$ cat config.mk
export PLATFORM = sky130hd
export DESIGN_NAME = key_debounce8
export DESIGN_NICKNAME = d
export VERILOG_FILES = /design/src/rtl/key_pkg.sv /design/src/rtl/key_debounce_cell.sv /design/src/rtl/key_debounce8.sv
export SDC_FILE = /design/constraint.sdc
export NUM_CORES = 1
export LEC_CHECK = 0
export ABC_CLOCK_PERIOD_IN_PS = 1900
export BUFFER_PORTS_ARGS = -buffer_cell sky130_fd_sc_hd__buf_2
export CAP_MARGIN = 20
export CORE_MARGIN = 5
export CORE_UTILIZATION = 44
export CTS_CLUSTER_DIAMETER = 30
export CTS_CLUSTER_SIZE = 14
export DETAILED_ROUTE_END_ITERATION = 10
export PLACE_DENSITY = 0.66
export SYNTH_ARGS = -nofsm -noshare
export SYNTH_HDL_FRONTEND = slang
export SYNTH_SLANG_ARGS = --single-unit
$ cat constraint.sdc
create_clock -name clk -period 1.9 [get_ports clk]
set_clock_uncertainty 0.05 [all_clocks]
set_input_delay 0.285 -clock clk [delete_from_list [all_inputs] [get_ports clk]]
set_output_delay 0.285 -clock clk [all_outputs]
set_load 0.02 [all_outputs]
$ cat src/rtl/key_pkg.sv
// Shared constants and helpers for the key conditioning path
// (debouncer, keypad and encoder wrappers).
package key_pkg;

    localparam int NUM_KEYS = 8;

    // Debounce counter width: enough bits to hold 0..debounce_ticks.
    function automatic int cnt_width(input int debounce_ticks);
        return $clog2(debounce_ticks + 1);
    endfunction

endpackage

$ cat src/rtl/key_debounce_cell.sv
// One debounce channel: accepts a change of the synchronised key only after
// it persists across DEBOUNCE_TICKS consecutive sample ticks.
module key_debounce_cell
    import key_pkg::*;
#(
    parameter int DEBOUNCE_TICKS = 10
) (
    input  logic clk,
    input  logic rst_n,
    input  logic tick,
    input  logic k,
    output logic level,
    output logic press,
    output logic rls
);

    localparam int CW = cnt_width(DEBOUNCE_TICKS);

    logic [CW-1:0] c;
    logic [CW-1:0] c_next;
    logic          s_next;

    // Any sample that agrees with the stable state restarts the count.
    always_comb begin
        s_next = level;
        c_next = c;
        if (k == level) begin
            c_next = '0;
        end else if (tick) begin
            if (c == CW'(DEBOUNCE_TICKS - 1)) begin
                s_next = ~level;
                c_next = '0;
            end else begin
                c_next = c + 1'b1;
            end
        end
    end

    always_ff @(posedge clk or negedge rst_n) begin
        if (!rst_n) begin
            level <= 1'b0;
            c     <= '0;
            press <= 1'b0;
            rls   <= 1'b0;
        end else begin
            level <= s_next;
            c     <= c_next;
            press <= s_next & ~level;
            rls   <= ~s_next & level;
        end
    end

endmodule

$ cat src/rtl/key_debounce8.sv
// Eight-channel key conditioner: polarity normalisation, 2-FF synchroniser,
// shared sample prescaler and per-key debounce cells feeding the encoder.
module key_debounce8
    import key_pkg::*;
#(
    parameter int TICK_DIV       = 50000,
    parameter int DEBOUNCE_TICKS = 10,
    parameter bit KEY_ACTIVE_LOW = 1'b1
) (
    input  logic                clk,
    input  logic                rst_n,
    input  logic [NUM_KEYS-1:0] key_in,
    output logic [NUM_KEYS-1:0] key_level,
    output logic [NUM_KEYS-1:0] key_press,
    output logic [NUM_KEYS-1:0] key_release,
    output logic                tick
);

    localparam int                  DW       = (TICK_DIV > 2) ? $clog2(TICK_DIV) : 1;
    localparam logic [NUM_KEYS-1:0] RAW_IDLE = KEY_ACTIVE_LOW ? '1 : '0;

    logic [NUM_KEYS-1:0] sync_q1;
    logic [NUM_KEYS-1:0] sync_q2;
    logic [NUM_KEYS-1:0] k;
    logic [DW-1:0]       div_cnt;

    // Synchroniser idles at the released raw level so k reads 0 from reset.
    always_ff @(posedge clk or negedge rst_n) begin
        if (!rst_n) begin
            sync_q1 <= RAW_IDLE;
            sync_q2 <= RAW_IDLE;
        end else begin
            sync_q1 <= key_in;
            sync_q2 <= sync_q1;
        end
    end

    assign k = KEY_ACTIVE_LOW ? ~sync_q2 : sync_q2;

    always_ff @(posedge clk or negedge rst_n) begin
        if (!rst_n) begin
            div_cnt <= '0;
        end else if (div_cnt == DW'(TICK_DIV - 1)) begin
            div_cnt <= '0;
        end else begin
            div_cnt <= div_cnt + 1'b1;
        end
    end

    assign tick = (div_cnt == DW'(TICK_DIV - 1));

    for (genvar i = 0; i < NUM_KEYS; i++) begin : g_cell
        key_debounce_cell #(
            .DEBOUNCE_TICKS(DEBOUNCE_TICKS)
        ) u_cell (
            .clk   (clk),
            .rst_n (rst_n),
            .tick  (tick),
            .k     (k[i]),
            .level (key_level[i]),
            .press (key_press[i]),
            .rls   (key_release[i])
        );
    end

endmodule

==> reports/results.ini, run 1 <==
[outcome]
status = complete, no violations

[worst_setup_path]
worstSetupPathType = flop to output port
reg2reg_to = g_cell[0].u_cell.c[0]
worst-r2r-cell-count = 5
rr_startpoint = div_cnt[4]
cp-start-kind = flop
path_max_fanout = 3
end_kind = output port
r2r_setup_slack_ps = 130
critPathRequiredTime_ps = 1560
cp.arrival_ps = 1480

[sta]
min_period_ps = 1820
rsz0062_at_grt = yes
finalHoldViolCount = 0
fin_ws_ps = 82.0
fmax_mhz = 550
worst_slew_pin_slew_ps = 379
relSlewSlack = 0.747
slew_violations = 0
setup_viol = 0
setup-tns-final_ps = 0
fin_crit_sh = 0.957

[synthesis]
ys_types = 34
synth_fp_nets = 400
synthTopCellsByCount = 72 x dfrtp_1, 45 x nand2_1, 26 x nor2_1
synth-seq-cells = 88
netlist_area_sq_um = 4050
synth.most_common_cell = dfrtp_1
async_flop_share = 1.00
synth_edf_count = 0
yosysWarnings = 0
synthTopCellsByArea = dfrtp_1 44%, dfstp_2 10%, ha_1 5.2%
synthFlopType = dfrtp_1
synth_seq_area_share = 0.548
synth_top_cell_area_share = 0.445
postSynthCellCount = 373
yosys.area.top_type = dfrtp_1
synth_area_per_cell_sq_um = 10.9

[floorplanning]
die_area_sq_um = 11200
rows = 35
start_util = 0.445
ios = 35
die_h_microns = 106
die-width_microns = 106
core_region_area_sq_um = 9110

[finish]
fillerInstances = 835
multi_input_comb_area_sq_um = 1510
n_antenna_cell = 0
register_area_sq_um = 2220
nNetsFinal = 437
final_util = 0.507
drive_above_1_share = 0.229
areaGrowthSynthToFinish_pct = 14.0

[route]
wire_per_inst_microns = 13.4
final_antenna_net_count = 0
viasPerCell = 5.22
drt_wl_total_mm = 7.06
drc = 0
vias = 2744
drt-initial-drc-count = 73
drt-pass1-iter-count = 6

[place]
port_buffers = 34
post-place-ws_ps = 90.0
dp_hpwl_mm = 4.82
place_congestion = 0.743

[clock_tree]
cts.clk_slew.worst_paths_ps = 80
cts_buffer_depth = 2
cts_made_buffers = 9
cts_sinks = 88
cts_tree = built
h-tree-depth = 3
clock-root-buffer = clkbuf_8
clock_latency_ps = 360

[global_routing]
grt_pass1_wl_mm = 12.8
antenna_found_initial = 0
grt_max_degree = 35
grtUsageTotal = 0.140
grt_pass1_vias = 2820
overflow = 0

[run]
cap_violations = 0

[hold_path]
worstHoldPathCells = 0
hold_path_class = flop to flop
hold_end = sync_q2[5]
worstHoldStart = sync_q1[5]

[pwr]
power.total_mw = 3.52
power_density_nw_per_um2 = 762
p_leak_nw = 2.16
peakVddDrop_mv = 0.362

[cell type report]
cell class	instances	area share
sequential	88	0.481
multi-input combinational	228	0.326
inverter	25	0.0214
clock inverter	7	0.0260
clock buffer	9	0.0268
tap	111	0.0301
timing repair buffer	58	0.0880
[cells in the final DEF (no fill, tap or decap), types with 9 or more instances in the layout]
| cell type | Yosys | final |
|---|---|---|
| dfrtp_1 | 72 | 70 |
| nor3_1 | 9 | 9 |
| dlygate4sd3_1 | 0 | 9 |
| clkbuf_8 | 0 | 9 |
| xor2_1 | 16 | 16 |
| dfstp_2 | 16 | 16 |
| nand2_1 | 45 | 45 |
| buf_2 | 4 | 32 |
| buf_4 | 25 | 14 |
| inv_1 | 24 | 24 |
| nor2_1 | 26 | 26 |
| or3_1 | 16 | 16 |
| o21ai_0 | 9 | 9 |
| a21oi_1 | 25 | 25 |
| ha_1 | 17 | 17 |
[per-layer routing]
metal  part of all wire  GRT usage  wire (microns)
met2               0.48      0.225            3420
met1               0.46      0.178            3240
met5                  0          0               0
met4              0.013     0.0444              92
met3              0.044     0.0468             312
[through the flow]
stage               area [sq um]  cells  hold WS, ps
floorplan                   4050    373        -60.6
global placement            4250    498          175
detailed placement          4250    498          182
CTS                         4610    526          309
global route                4620    526          310
finish                      4620    526          307
[worst max-delay path, stage by stage (launching register included)]
cell and delay, ps:
dfrtp_1 400, ha_1 220, and3_4 170, nand4_4 110, clkinv_4 90, buf_6 130
[flip-flops by register name, summed over array words and instances (netlist names)]
register and flops:
g_cell.u_cell.press 8, sync_q1 8, g_cell.u_cell.rls 8, div_cnt 16, g_cell.u_cell.c 32, sync_q2 8, g_cell.u_cell.level 8
[cells by family after synthesis]
family | Yosys count | synth area share
multiplexers | 8 | 0.0198
buffers and inverters | 57 | 0.0809
AND/OR/NAND/NOR | 124 | 0.161
AO/OA/AOI/OAI | 58 | 0.0923
XOR/XNOR | 21 | 0.0454
flip-flops | 88 | 0.548
adder cells (fa/ha/maj) | 17 | 0.0525
[worst max-delay path by stage]
stage | startpoint | end | slack (ps) | cells past startpoint
4_1_cts | div_cnt[11] | tick | 30 | 4
3_3_place_gp | div_cnt[12] | g_cell[5].u_cell.c[1] | 190 | 5
2_1_floorplan | div_cnt[12] | g_cell[3].u_cell.c[1] | 250 | 5
5_1_grt | div_cnt[11] | tick | -5 | 4
6_report | div_cnt[0] | tick | 80 | 5
3_5_place_dp | div_cnt[12] | g_cell[1].u_cell.c[3] | 90 | 6
[timing repair]
item	4_1_cts	5_1_grt
hold buffers	9	0
endpoints found under the setup margin	1	5
endpoints found under the hold margin	25	0
gates resized for setup	4	4
pin swaps	2	4
buffers inserted	4	0
[report_power, final]
| group | switching, mW | internal [mW] | total [mW] |
|---|---|---|---|
| combinational | 0.0513 | 0.0307 | 0.0819 |
| clock | 0.651 | 0.875 | 1.53 |
| sequential | 0.0127 | 1.90 | 1.92 |
No activity file was read; power rests on OpenSTA's default activity.
==> inputs of run 2 (changes only) <==
--- a/config.mk
+++ b/config.mk
@@ -14,6 +14,7 @@
 export CTS_CLUSTER_SIZE = 14
 export DETAILED_ROUTE_END_ITERATION = 10
 export PLACE_DENSITY = 0.66
+export REMOVE_ABC_BUFFERS = 1
 export SYNTH_ARGS = -nofsm -noshare
 export SYNTH_HDL_FRONTEND = slang
 export SYNTH_SLANG_ARGS = --single-unit
==> run 2 against run 1 <==
Non-clock buffer count grew 6; clock power shrank 15%; total power shrank 6.1%; count of clock-buffer cells in the layout is the same; critical path type is now flop to flop.
==> reports/results.ini, run 2 (same netlist as run 1, synthesis figures left out) <==
[worst_setup_path]
critPathTopFamily = simple AND/OR/NAND/NOR gates
end_kind = flop
rr_startpoint = div_cnt[1]
reg2reg_to = g_cell[6].u_cell.c[0]
startpoint = div_cnt[1]
cp.arrival_ps = 2070
crit_path_end = g_cell[6].u_cell.c[0]
r2r_setup_slack_ps = 70
worstSetupPathType = flop to flop
critPathBufInv = 2
worst-r2r-cell-count = 7
cp-start-kind = flop
crit_chain = ha_1 > and3_4 > nand4_4 > buf_6 > buf_12 > or3_4 > a21oi_2
slowest_stage = or3_4
cp.depth = 7
critPathRequiredTime_ps = 2130
path_max_fanout = 29
cpPeakStageDelay_ps = 370

[global_routing]
top_usage_layer = met2
use_met2 = 0.251
antenna_found_initial = 0
overflow = 0
grt_pass1_wl_mm = 13.4
grt_max_degree = 43
use_met1 = 0.184
grt_pass1_vias = 2898
gr-usage-met3 = 0.0419
grtUsageTotal = 0.149

[floorplanning]
die_area_sq_um = 11200
core_region_area_sq_um = 9110
ios = 35
start_util = 0.445
rows = 35
die-width_microns = 106
die_h_microns = 106

[finish]
instances_no_fill = 532
n_antenna_cell = 0
drive_above_1_share = 0.271
layout_commonest_cell = dfrtp_1
layout.cells.most_common_list = 70 x dfrtp_1, 45 x nand2_1, 32 x buf_2, 26 x nor2_1, 24 x inv_1
nNetsFinal = 443
largestRegisters = g_cell.u_cell.c: 32 flops, div_cnt: 16 flops
largest-register = g_cell.u_cell.c
largest_reg_flops = 32
areaGrowthSynthToFinish_pct = 16.5

[route]
viasPerCell = 5.17
drt-initial-drc-count = 145
wire_per_inst_microns = 14.2
drt_wl_total_mm = 7.56
drc = 0
final_antenna_net_count = 0
drt-pass1-iter-count = 4
vias = 2753

[sta]
rsz0062_at_grt = yes
worst_slew_pin_slew_ps = 572
setup_viol = 0
finalHoldViolCount = 0
relSlewSlack = 0.619
slew_violations = 0
min_period_ps = 1830
fin_crit_sh = 0.966
fin_ws_ps = 65.5
fmax_mhz = 545

[pwr]
p_leak_nw = 2.19
power_density_nw_per_um2 = 700
pwr-share-clk = 0.394
power_frac_comb = 0.026
internal_power_mw = 2.55
peakVddDrop_mv = 0.352
switching_share = 0.227
power.total_mw = 3.31
switchingPower_mw = 0.752
pwr-share-seq = 0.580

[clock_tree]
cts_sinks = 88
cts.clk_slew.worst_paths_ps = 90
cts_made_buffers = 9
cts_tree = built
clock_latency_ps = 360
h-tree-depth = 3
cts_buffer_depth = 2
clock-root-buffer = clkbuf_8

[place]
post-place-cells = 501
port_buffers = 34
place_congestion = 0.728
dp_hpwl_mm = 4.85
post-place-ws_ps = 93.1

[outcome]
status = complete, no violations

[run]
cap_violations = 0

[hold_path]
hold_path_class = flop to flop

## run 2: cell count changes in the layout (fill, tap and decap cells not counted), sizes merged
cell and change:
bufbuf +1, bufinv -2, buf +5, clkinv -3
clkinvlp +2, inv +3
## run 2: metrics by stage
stage	area [sq um]	utilization	hold slack [ps]	TNS (ps)
6_report	4720	0.518	309	0
5_1_grt	4720	0.518	313	-14.3
3_5_place_dp	4280	0.470	275	0
3_3_place_gp	4280	0.470	266	0
2_1_floorplan	3820	-	-60.6	-7870
4_1_cts	4670	0.513	310	0
## run 2: per-layer routing
| metal | vias up | part of all wire |
|---|---|---|
| li1 | 1348 | - |
| met1 | 1350 | 0.45 |
| met2 | 44 | 0.49 |
| met3 | 11 | 0.040 |
| met4 | 0 | 0.013 |
| met5 | - | 0 |
## run 2: repair_timing
action | CTS | global route
pin swaps | 3 | 2
buffers inserted | 6 | 0
hold buffers | 9 | 0
resized for setup | 7 | 18
endpoints found under the hold margin | 39 | 0
endpoints found under the setup margin | 1 | 20
gates cloned | 1 | 0
## run 2: area by class of cell
cell class	instances	area [sq um]
Inverter	25	96.3
Multi-Input combinational cell	228	1560
Fill cell	822	4390
Clock buffer	9	124
Sequential cell	88	2220
Clock inverter	7	78.8
Tap cell	111	139
Timing Repair Buffer	64	497
## run 2: how the worst min path moves through the flow
stage,cells past startpoint,start,endpoint,slack (ps)
2_1_floorplan,0,rst_n,div_cnt[0],-60
3_3_place_gp,1,rst_n,g_cell[4].u_cell.c[2],270
3_5_place_dp,1,rst_n,g_cell[4].u_cell.level,270
4_1_cts,0,sync_q1[5],sync_q2[5],310
5_1_grt,0,sync_q1[3],sync_q2[3],310
6_report,0,sync_q1[1],sync_q2[1],310
## run 2: power groups by stage
stage                     registers, mW  clock network, mW  logic, mW
after CTS                          1.92               1.35     0.0896
after detailed placement           1.95                  0     0.0758
after global routing               1.92               1.43      0.102
after global placement             1.95                  0     0.0745
final                              1.92               1.30     0.0874
after floorplan                    1.95                  0     0.0118
